**src/rtl/glb_load_scheduler_if.sv**
```systemverilog
// rtl/glb_load_scheduler_if.sv - load request, DRAM stream and GLB write bus bundle
interface glb_load_scheduler_if #(
  parameter int ADDR_W = 12,
  parameter int DATA_W = 32
);
  // Load request and per-buffer word counts
  logic              start;
  logic [ADDR_W:0]   cfg_bias_words;
  logic [ADDR_W:0]   cfg_weight_words;
  logic [ADDR_W:0]   cfg_ifmap_words;
  logic              hold;

  // DRAM input stream
  logic              in_valid;
  logic [DATA_W-1:0] in_data;
  logic              in_ready;

  // GLB write port
  logic              bias_wen;
  logic              weight_wen;
  logic              ifmap_wen;
  logic [ADDR_W-1:0] glb_addr;
  logic [DATA_W-1:0] glb_wdata;

  // Status
  logic              busy;
  logic              load_done;

  // Requester / stream source side
  modport master (
    output start, cfg_bias_words, cfg_weight_words, cfg_ifmap_words, hold,
    output in_valid, in_data,
    input  in_ready,
    input  bias_wen, weight_wen, ifmap_wen, glb_addr, glb_wdata,
    input  busy, load_done
  );

  // Scheduler side
  modport slave (
    input  start, cfg_bias_words, cfg_weight_words, cfg_ifmap_words, hold,
    input  in_valid, in_data,
    output in_ready,
    output bias_wen, weight_wen, ifmap_wen, glb_addr, glb_wdata,
    output busy, load_done
  );
endinterface

```
**src/rtl/glb_load_scheduler.sv**
```systemverilog
// rtl/glb_load_scheduler.sv - sequences the DRAM stream into bias, weight and ifmap GLBs
module glb_load_scheduler #(
  parameter int ADDR_W = 12,
  parameter int DATA_W = 32
) (
  input logic                  clk,
  input logic                  rst,
  glb_load_scheduler_if.slave  bus
);

  typedef enum logic [2:0] {
    IDLE,
    LD_BIAS,
    LD_WEIGHT,
    LD_IFMAP,
    DONE
  } state_t;

  state_t            state;
  logic [ADDR_W:0]   cnt_bias;
  logic [ADDR_W:0]   cnt_weight;
  logic [ADDR_W:0]   cnt_ifmap;
  logic [ADDR_W:0]   remaining;
  logic [ADDR_W-1:0] addr_cnt;

  logic              bias_wen_q;
  logic              weight_wen_q;
  logic              ifmap_wen_q;
  logic [ADDR_W-1:0] addr_q;
  logic [DATA_W-1:0] wdata_q;

  logic              loading;
  logic              xfer;
  logic              last_word;
  state_t            first_phase;
  state_t            after_phase;
  logic [ADDR_W:0]   first_count;
  logic [ADDR_W:0]   after_count;

  // First phase with a nonzero count; callers zero out phases already passed
  function automatic state_t first_nonzero(input logic [ADDR_W:0] b,
                                           input logic [ADDR_W:0] w,
                                           input logic [ADDR_W:0] i);
    if (b != '0)      return LD_BIAS;
    else if (w != '0) return LD_WEIGHT;
    else if (i != '0) return LD_IFMAP;
    else              return DONE;
  endfunction

  // Word count that belongs to a given phase
  function automatic logic [ADDR_W:0] count_of(input state_t s,
                                               input logic [ADDR_W:0] b,
                                               input logic [ADDR_W:0] w,
                                               input logic [ADDR_W:0] i);
    case (s)
      LD_BIAS:   return b;
      LD_WEIGHT: return w;
      LD_IFMAP:  return i;
      default:   return '0;
    endcase
  endfunction

  assign loading   = (state == LD_BIAS) || (state == LD_WEIGHT) || (state == LD_IFMAP);
  assign xfer      = bus.in_valid && loading && !bus.hold;
  assign last_word = (remaining == (ADDR_W+1)'(1));

  // Phase selection: on start from the raw config, on phase exit from the latched counts
  always_comb begin
    first_phase = first_nonzero(bus.cfg_bias_words, bus.cfg_weight_words, bus.cfg_ifmap_words);
    first_count = count_of(first_phase, bus.cfg_bias_words, bus.cfg_weight_words,
                           bus.cfg_ifmap_words);
    after_phase = DONE;
    case (state)
      LD_BIAS:   after_phase = first_nonzero('0, cnt_weight, cnt_ifmap);
      LD_WEIGHT: after_phase = first_nonzero('0, '0, cnt_ifmap);
      default:   after_phase = DONE;
    endcase
    after_count = count_of(after_phase, cnt_bias, cnt_weight, cnt_ifmap);
  end

  // Load FSM: latches counts on start, walks the phases, holds everything while stalled
  always_ff @(posedge clk or negedge rst) begin
    if (!rst) begin
      state      <= IDLE;
      cnt_bias   <= '0;
      cnt_weight <= '0;
      cnt_ifmap  <= '0;
      remaining  <= '0;
      addr_cnt   <= '0;
    end else begin
      case (state)
        IDLE: begin
          if (bus.start) begin
            cnt_bias   <= bus.cfg_bias_words;
            cnt_weight <= bus.cfg_weight_words;
            cnt_ifmap  <= bus.cfg_ifmap_words;
            state      <= first_phase;
            remaining  <= first_count;
            addr_cnt   <= '0;
          end
        end
        LD_BIAS, LD_WEIGHT, LD_IFMAP: begin
          if (xfer) begin
            if (last_word) begin
              // Next phase starts in the very next cycle, so no bubble between phases
              state     <= after_phase;
              remaining <= after_count;
              addr_cnt  <= '0;
            end else begin
              remaining <= remaining - (ADDR_W+1)'(1);
              addr_cnt  <= addr_cnt + ADDR_W'(1);
            end
          end
        end
        DONE: begin
          state <= IDLE;
        end
        default: begin
          state <= IDLE;
        end
      endcase
    end
  end

  // Registered write port: one-cycle delayed copy of each accepted word
  always_ff @(posedge clk or negedge rst) begin
    if (!rst) begin
      bias_wen_q   <= 1'b0;
      weight_wen_q <= 1'b0;
      ifmap_wen_q  <= 1'b0;
      addr_q       <= '0;
      wdata_q      <= '0;
    end else begin
      bias_wen_q   <= xfer && (state == LD_BIAS);
      weight_wen_q <= xfer && (state == LD_WEIGHT);
      ifmap_wen_q  <= xfer && (state == LD_IFMAP);
      if (xfer) begin
        addr_q  <= addr_cnt;
        wdata_q <= bus.in_data;
      end
    end
  end

  assign bus.in_ready   = loading && !bus.hold;
  assign bus.bias_wen   = bias_wen_q;
  assign bus.weight_wen = weight_wen_q;
  assign bus.ifmap_wen  = ifmap_wen_q;
  assign bus.glb_addr   = addr_q;
  assign bus.glb_wdata  = wdata_q;
  assign bus.busy       = (state != IDLE);
  assign bus.load_done  = (state == DONE);

endmodule

```
**src/flat_wrapper.sv**
```systemverilog
// flat-port wrapper written by rule: the top's interface ports become plain ports
module glb_load_scheduler_flat 
#(
  parameter int ADDR_W = 12,
  parameter int DATA_W = 32
)
  (clk, rst, bus_start, bus_cfg_bias_words, bus_cfg_weight_words, bus_cfg_ifmap_words, bus_hold, bus_in_valid, bus_in_data, bus_in_ready, bus_bias_wen, bus_weight_wen, bus_ifmap_wen, bus_glb_addr, bus_glb_wdata, bus_busy, bus_load_done);
  glb_load_scheduler_if #(.ADDR_W(ADDR_W), .DATA_W(DATA_W)) bus_i ();
  input logic clk;
  input logic rst;
  input wire logic [$bits(bus_i.start)-1:0] bus_start;
  input wire logic [$bits(bus_i.cfg_bias_words)-1:0] bus_cfg_bias_words;
  input wire logic [$bits(bus_i.cfg_weight_words)-1:0] bus_cfg_weight_words;
  input wire logic [$bits(bus_i.cfg_ifmap_words)-1:0] bus_cfg_ifmap_words;
  input wire logic [$bits(bus_i.hold)-1:0] bus_hold;
  input wire logic [$bits(bus_i.in_valid)-1:0] bus_in_valid;
  input wire logic [$bits(bus_i.in_data)-1:0] bus_in_data;
  output wire logic [$bits(bus_i.in_ready)-1:0] bus_in_ready;
  output wire logic [$bits(bus_i.bias_wen)-1:0] bus_bias_wen;
  output wire logic [$bits(bus_i.weight_wen)-1:0] bus_weight_wen;
  output wire logic [$bits(bus_i.ifmap_wen)-1:0] bus_ifmap_wen;
  output wire logic [$bits(bus_i.glb_addr)-1:0] bus_glb_addr;
  output wire logic [$bits(bus_i.glb_wdata)-1:0] bus_glb_wdata;
  output wire logic [$bits(bus_i.busy)-1:0] bus_busy;
  output wire logic [$bits(bus_i.load_done)-1:0] bus_load_done;
  assign bus_i.start = bus_start;
  assign bus_i.cfg_bias_words = bus_cfg_bias_words;
  assign bus_i.cfg_weight_words = bus_cfg_weight_words;
  assign bus_i.cfg_ifmap_words = bus_cfg_ifmap_words;
  assign bus_i.hold = bus_hold;
  assign bus_i.in_valid = bus_in_valid;
  assign bus_i.in_data = bus_in_data;
  assign bus_in_ready = bus_i.in_ready;
  assign bus_bias_wen = bus_i.bias_wen;
  assign bus_weight_wen = bus_i.weight_wen;
  assign bus_ifmap_wen = bus_i.ifmap_wen;
  assign bus_glb_addr = bus_i.glb_addr;
  assign bus_glb_wdata = bus_i.glb_wdata;
  assign bus_busy = bus_i.busy;
  assign bus_load_done = bus_i.load_done;
  glb_load_scheduler #(.ADDR_W(ADDR_W), .DATA_W(DATA_W)) u_core (.clk(clk), .rst(rst), .bus(bus_i));
endmodule
```
**config.mk**
```make
export PLATFORM = sky130hd
export DESIGN_NAME = glb_load_scheduler_flat
export DESIGN_NICKNAME = d
export VERILOG_FILES = /design/src/rtl/glb_load_scheduler_if.sv /design/src/rtl/glb_load_scheduler.sv /design/src/flat_wrapper.sv
export SDC_FILE = /design/constraint.sdc
export NUM_CORES = 1
export LEC_CHECK = 0
export BUFFER_PORTS_ARGS = -buffer_cell sky130_fd_sc_hd__buf_2
export CORE_MARGIN = 4
export CORE_UTILIZATION = 58
export CTS_BUF_LIST = sky130_fd_sc_hd__clkbuf_16
export CTS_CLUSTER_DIAMETER = 30
export DETAILED_ROUTE_END_ITERATION = 16
export GPL_TIMING_DRIVEN = 1
export HOLD_SLACK_MARGIN = 0.15
export PLACE_DENSITY = 0.94
export SLEW_MARGIN = 20
export SYNTH_ARGS = -nofsm -noshare
export SYNTH_HDL_FRONTEND = slang
export SYNTH_SLANG_ARGS = --single-unit
```
**constraint.sdc**
```tcl
create_clock -name clk -period 4 [get_ports clk]
set_clock_uncertainty 0.2 [all_clocks]
set_input_delay 0.6 -clock clk [delete_from_list [all_inputs] [get_ports clk]]
set_output_delay 0.6 -clock clk [all_outputs]
set_load 0.05 [all_outputs]
```
# After elaboration in Yosys (flattened, before gate mapping)
# Cells that the tools add are included.
[classes]
addsub = 2
eq_ne = 14
n_mux = 20
n_reduce_logical = 21
[op_table]
columns = ["operator", "count"]
rows = [
  ["$pmux W13 S3", 2],
  ["$reduce_bool A13 Y1", 5],
  ["$mux W13", 3],
  ["$mux W12", 3],
  ["$pmux W13 S2", 1],
  ["$mux W3", 8],
  ["$pmux W12 S2", 1],
  ["$eq A3 B2 Y1 const B", 6],
  ["$eq A13 B1 Y1 const B", 1],
  ["$sub A13 B1 Y13 const B", 1],
  ["$add A12 B1 Y12 const B", 1],
  ["$pmux W3 S2", 2],
  ["$eq A3 B1 Y1 const B", 3],
  ["$logic_and A1 B1 Y1", 6],
  ["$reduce_and A3 Y1", 2],
  ["$ne A2 B1 Y1 const B", 2],
  ["$eq A3 B3 Y1 const B", 1],
  ["$logic_not A3 Y1", 1],
  ["$reduce_bool A3 Y1", 1],
  ["$reduce_or A3 Y1", 1],
  ["$logic_or A1 B1 Y1", 2],
  ["$ne A2 B2 Y1 const B", 1],
  ["$reduce_and A2 Y1", 1],
  ["$reduce_bool A2 Y1", 1],
  ["$logic_not A1 Y1", 1],
]
[word_totals]
register_bits = 114
in_bits = 76
out_inout_bits = 50
elab_cells = 68

# Longest topological paths before layout
[logic_depth]
ltp_word = 9
depth_mapped = 9
ltp_nobuf = 7

# Worst setup path before layout
# No wires, ideal clock.
[synth_timing]
path_kind = "reg2out"
from = "reg u_core.state[2]"
to = "out bus_in_ready"
t_arrival_ns = 1.761
t_required_ns = 3.200
setup_slack_ns = 1.439
path_stages_with_launch = 3
path_buffers = 1
cell_sequence = "dfrtp_1 clkbuf_1 nor3_1"
[synth_between]
elab_chain_len = 4
word_cells_on_any_way = 6
cone_classes = "eq/ne (3); reduce/logical (3)"
[synth_rtl]
columns = ["item", "line", "source"]
rows = [
  ["start: declaration", "glb_load_scheduler.sv:19", "state_t state;"],
  ["start signal: assignment", "glb_load_scheduler.sv:97", "state <= first_phase;"],
  ["start signal: assignment", "glb_load_scheduler.sv:106", "state <= after_phase;"],
  ["$eq A3 B1 Y1 / $eq A3 B2 Y1 (equally long branches)", "glb_load_scheduler.sv:63", "assign loading = (state == LD_BIAS) || (state == LD_WEIGHT) || (state == LD_IFMAP);"],
  ["$logic_or A1 B1 Y1", "glb_load_scheduler.sv:63", ""],
  ["$logic_or A1 B1 Y1 *", "glb_load_scheduler.sv:63", ""],
  ["$logic_and A1 B1 Y1 *", "glb_load_scheduler.sv:144", "assign bus.in_ready = loading && !bus.hold;"],
  ["end: declaration", "flat_wrapper.sv:18", "output wire logic [$bits(bus_i.in_ready)-1:0] bus_in_ready;"],
]
# Mark *: on every way between the ends. The rest lies on a longest branch, timed or not.

# Final worst setup path
[layout_timing]
from = "reg u_core.remaining[1]"
to = "reg u_core.remaining[8]"
[layout_between]
elab_chain_len = 4
word_cells_on_any_way = 5
cone_classes = "add/sub (1); eq/ne (1); mux (3)"
[layout_rtl]
columns = ["item", "line", "source"]
rows = [
  ["start: declaration", "glb_load_scheduler.sv:23", "logic [ADDR_W:0] remaining;"],
  ["start signal: assignment", "glb_load_scheduler.sv:98", "remaining <= first_count;"],
  ["start signal: assignment", "glb_load_scheduler.sv:107", "remaining <= after_count;"],
  ["start signal: assignment", "glb_load_scheduler.sv:110", "remaining <= remaining - (ADDR_W+1)'(1);"],
  ["$sub A13 B1 Y13 / $eq A13 B1 Y1 (equally long branches)", "glb_load_scheduler.sv:110, glb_load_scheduler.sv:65", ""],
  ["$mux W13 *", "glb_load_scheduler.sv:104", "if (last_word) begin"],
  ["$mux W13 *", "glb_load_scheduler.sv:103", "if (xfer) begin"],
  ["$pmux W13 S2 *", "glb_load_scheduler.sv:91", "case (state)"],
]
# Mark *: on every way between the ends. The rest lies on a longest branch, timed or not. The select of a mux whose other input is x is not followed.
# A chain may end at the register's enable or synchronous reset.

==> metrics.md <==
| Metric | Value |
|---|---|
| Sequential share of power | 38.1% |
| RSZ-0062 raised after global routing | false |
| Arrival @ worst endpoint | 2690 ps |
| Placed Cells | between 700 and 800 |
| Critical R2R Launch | u_core.remaining[1] |
| Net Count, Synth | between 600 and 700 |
| # DRC | 0 |
| Slew Limit Headroom | between 30 and 40% |
| Comb pwr share | 44.3% |
| WL/cell | 18.6 um |
| Setup CP Type | flop to flop |
| Routed vias/inst | approximately 6.3 |
| Critical Path Fanout Max | 14 |
| Sequential fraction of the synthesis area | a little under half |
| Final estimated routing congestion in global placement | roughly 0.95 |
| Maxcap violations | 0 |
| Leak | about 3 nW |
| Grt total ovfl | 0 |
| Final hold slack | ~240 ps |
| Post-synth top flop | dfrtp_1 |
| Share of flip-flops with an asynchronous set or reset | 100% |
| Status | completed |
| Drt total wl | roughly 14000 um |
| TNS Setup | 0 ps |
| DR iter-0 viols | 420 |
| Share of post-route cells with drive strength above 1 | 29.5% |
| Total power | 4.80 mW |
| CTS buffer count | 9 |
| Final setup fails | 0 |
| Vias | a little under 5000 |
| Hold Crit Class | primary input to flop |
| Slew Viols, Final | 0 |
| CP Launch Point | u_core.remaining[1] |
| Slew @ Worst Pin | between 900 and 1000 ps |
| CTS tree | built |
| Layout area overhead | 18.0% |
| Yosys cell types | 68 |
| Dpl cell area | between 5000 and 6000 um2 |
| Power Dens Cells | slightly below 800 nW/um2 |
| Setup crit end kind | flop |
| Dominant cell type by area after synthesis | dfrtp_1 |
| I/O Pins | ~130 |
| Clock power share | 17.7% |
| Resized Gates After CTS | 0 |
| Post-layout instance area | between 6000 and 7000 um2 |
| CP required | about 4000 ps |
| Antenna viol nets, final | 0 |
| Tot GR Track Use | a little over a quarter |
| Period minus WS final | around 2700 ps |
| Antenna violations before repair | 0 |
| Top-area cell type share of the netlist area | about 48% |
| Hold Path Origin | bus_in_data[23] |
| Die Ht | just over 100 um |
| Worst setup margin | between 1000 and 1500 ps |
| Pre-CTS WS | approximately 1300 ps |
| Nets | between 700 and 800 |
| Util after Layout | a little under three quarters |
| # clock sinks | just over 100 |
| Highest clock rate | 375 MHz |
| Cell count after synthesis | 550 |
| Initial DRT Pass Iterations | 5 |
| Final Cycle Share | 66.6% |
| Port bufs | approximately 130 |
| Kind of start point of the critical path | flop |
| Final hold vios | 0 |
| Non-filler cells, final | 773 |
| Starting density of the core | between 60% and 70% |
| NetSw | 2.27 mW |
| Row Count | 34 |
| Synth top area cells | dfrtp_1, nand2_1, mux2_2 |
| Core region area | 8810 um2 |
| Worst ir drop on vdd | 0.000470 V |
| Root buffer cell | clkbuf_16 |
| Die area | around 11000 um2 |
| Ant diodes | 0 |
| Most frequent cell after synthesis | nand2_1 |
| Count of state elements after synthesis | between 100 and 150 |
| Clk buf depth | 2 |
| Largest net degree at the start of global routing | 53 |
| YS warnings | 0 |
| Number of synthesized flops with an enable pin | 0 |
| CTS clk-pin slew, worst paths | roughly 70 ps |
| Vias in the first global route | between 4000 and 5000 |
| H-tree depth | 3 |
| Detailed placer's ending HPWL | between 10000 and 15000 um |
| Most common library cells after synthesis | nand2_1, dfrtp_1, mux2_2 |
| Post-synthesis average cell area | slightly below 10 um2 |
| Power Internal | 2.53 mW |
| Clock Latency Late Sink | between 300 and 400 ps |
| First-pass GRT wire length | between 20000 and 25000 um |
| Syn Std Cell Area | ~5300 um2 |
| Sw Share | 47.3% |
| Die X | approximately 100 um |
[power groups by stage]
stage | logic (mW) | clock network, mW | registers (mW)
after floorplan | 1.10 | 0 | 2.28
after global placement | 2.03 | 0 | 1.78
after detailed placement | 2.11 | 0 | 1.82
after CTS | 2.13 | 0.854 | 1.81
after global routing | 2.28 | 0.905 | 1.87
final | 2.13 | 0.849 | 1.83
[registers in the layout, indices dropped and copies added, names as in the netlist]
signal                 flops
u_core.cnt_weight         13
u_core.cnt_ifmap          13
u_core.addr_cnt           12
u_core.remaining          13
u_core.bus.glb_addr       12
u_core.state               3
u_core.bus.ifmap_wen       1
u_core.bus.weight_wen      1
u_core.bus.bias_wen        1
u_core.bus.glb_wdata      32
[kinds of logic after synthesis]
| family | share of synthesized area, % |
|---|---|
| xor gates and xnor gates | 0.496 |
| DFF | 47.7 |
| muxes | 6.94 |
| AOI/OAI and AO/OA | 15.6 |
| and+or+nand+nor | 25.0 |
| adders and majority gates | 0.709 |
| buffers and inverters | 3.50 |
[repair_timing]
action | in CTS | in global routing
buffers inserted | 0 | 0
hold buffers | 1 | 0
hold endpoints to repair | 38 | 0
[routing by layer]
metal / GRT usage, % / wire length (um) / up-vias / part of all wire [%]
met3: 6.72 / 1280 / 55 / 8.9
met5: 0 / 0 / - / 0
li1: - / - / 2193 / -
met2: 46.8 / 7220 / 281 / 50
met1: 33.4 / 5420 / 2316 / 38
met4: 10.3 / 481 / 0 / 3.3
[area by class of cell]
class / count / area (um2)
Clock inverter: 7 / 61.3
Timing Repair Buffer: 131 / 676
Inverter: 9 / 33.8
Sequential cell: 101 / 2530
Fill cell: 639 / 2550
Tap cell: 108 / 135
Clock buffer: 9 / 225
Multi-Input combinational cell: 408 / 2590
[path summary, 6_finish.rpt]
path	endpoint	slack, ps	cells past startpoint
max	u_core.remaining[8]	1340	6
min	u_core.bus.glb_wdata[23]	240	3
max reg2reg	u_core.remaining[8]	1340	6
min reg2reg	u_core.bus.glb_wdata[31]	270	2
max in group asynchronous	u_core.cnt_ifmap[7]	2220	3
min in group asynchronous	u_core.remaining[3]	580	2
[cell usage in the layout, fill, tap and decap left out, types with 8 or more instances in the layout]
cell type and instances:
nand3_1 9, o21ai_0 20, inv_1 8, or3_1 8, mux2_2 28, buf_2 124, nor3_1 8, a221oi_1 9
a21oi_1 22, dfrtp_1 101, clkbuf_16 9, nor2_1 20, nand2_1 152
[worst max-delay path, stage by stage (launching register included)]
cell and delay [ps]:
dfrtp_1 450, inv_1 120, ha_1 160, nor2b_1 440
nand4_2 450, o311a_1 480, a221o_1 250
Power figures use the tool's default switching activity.
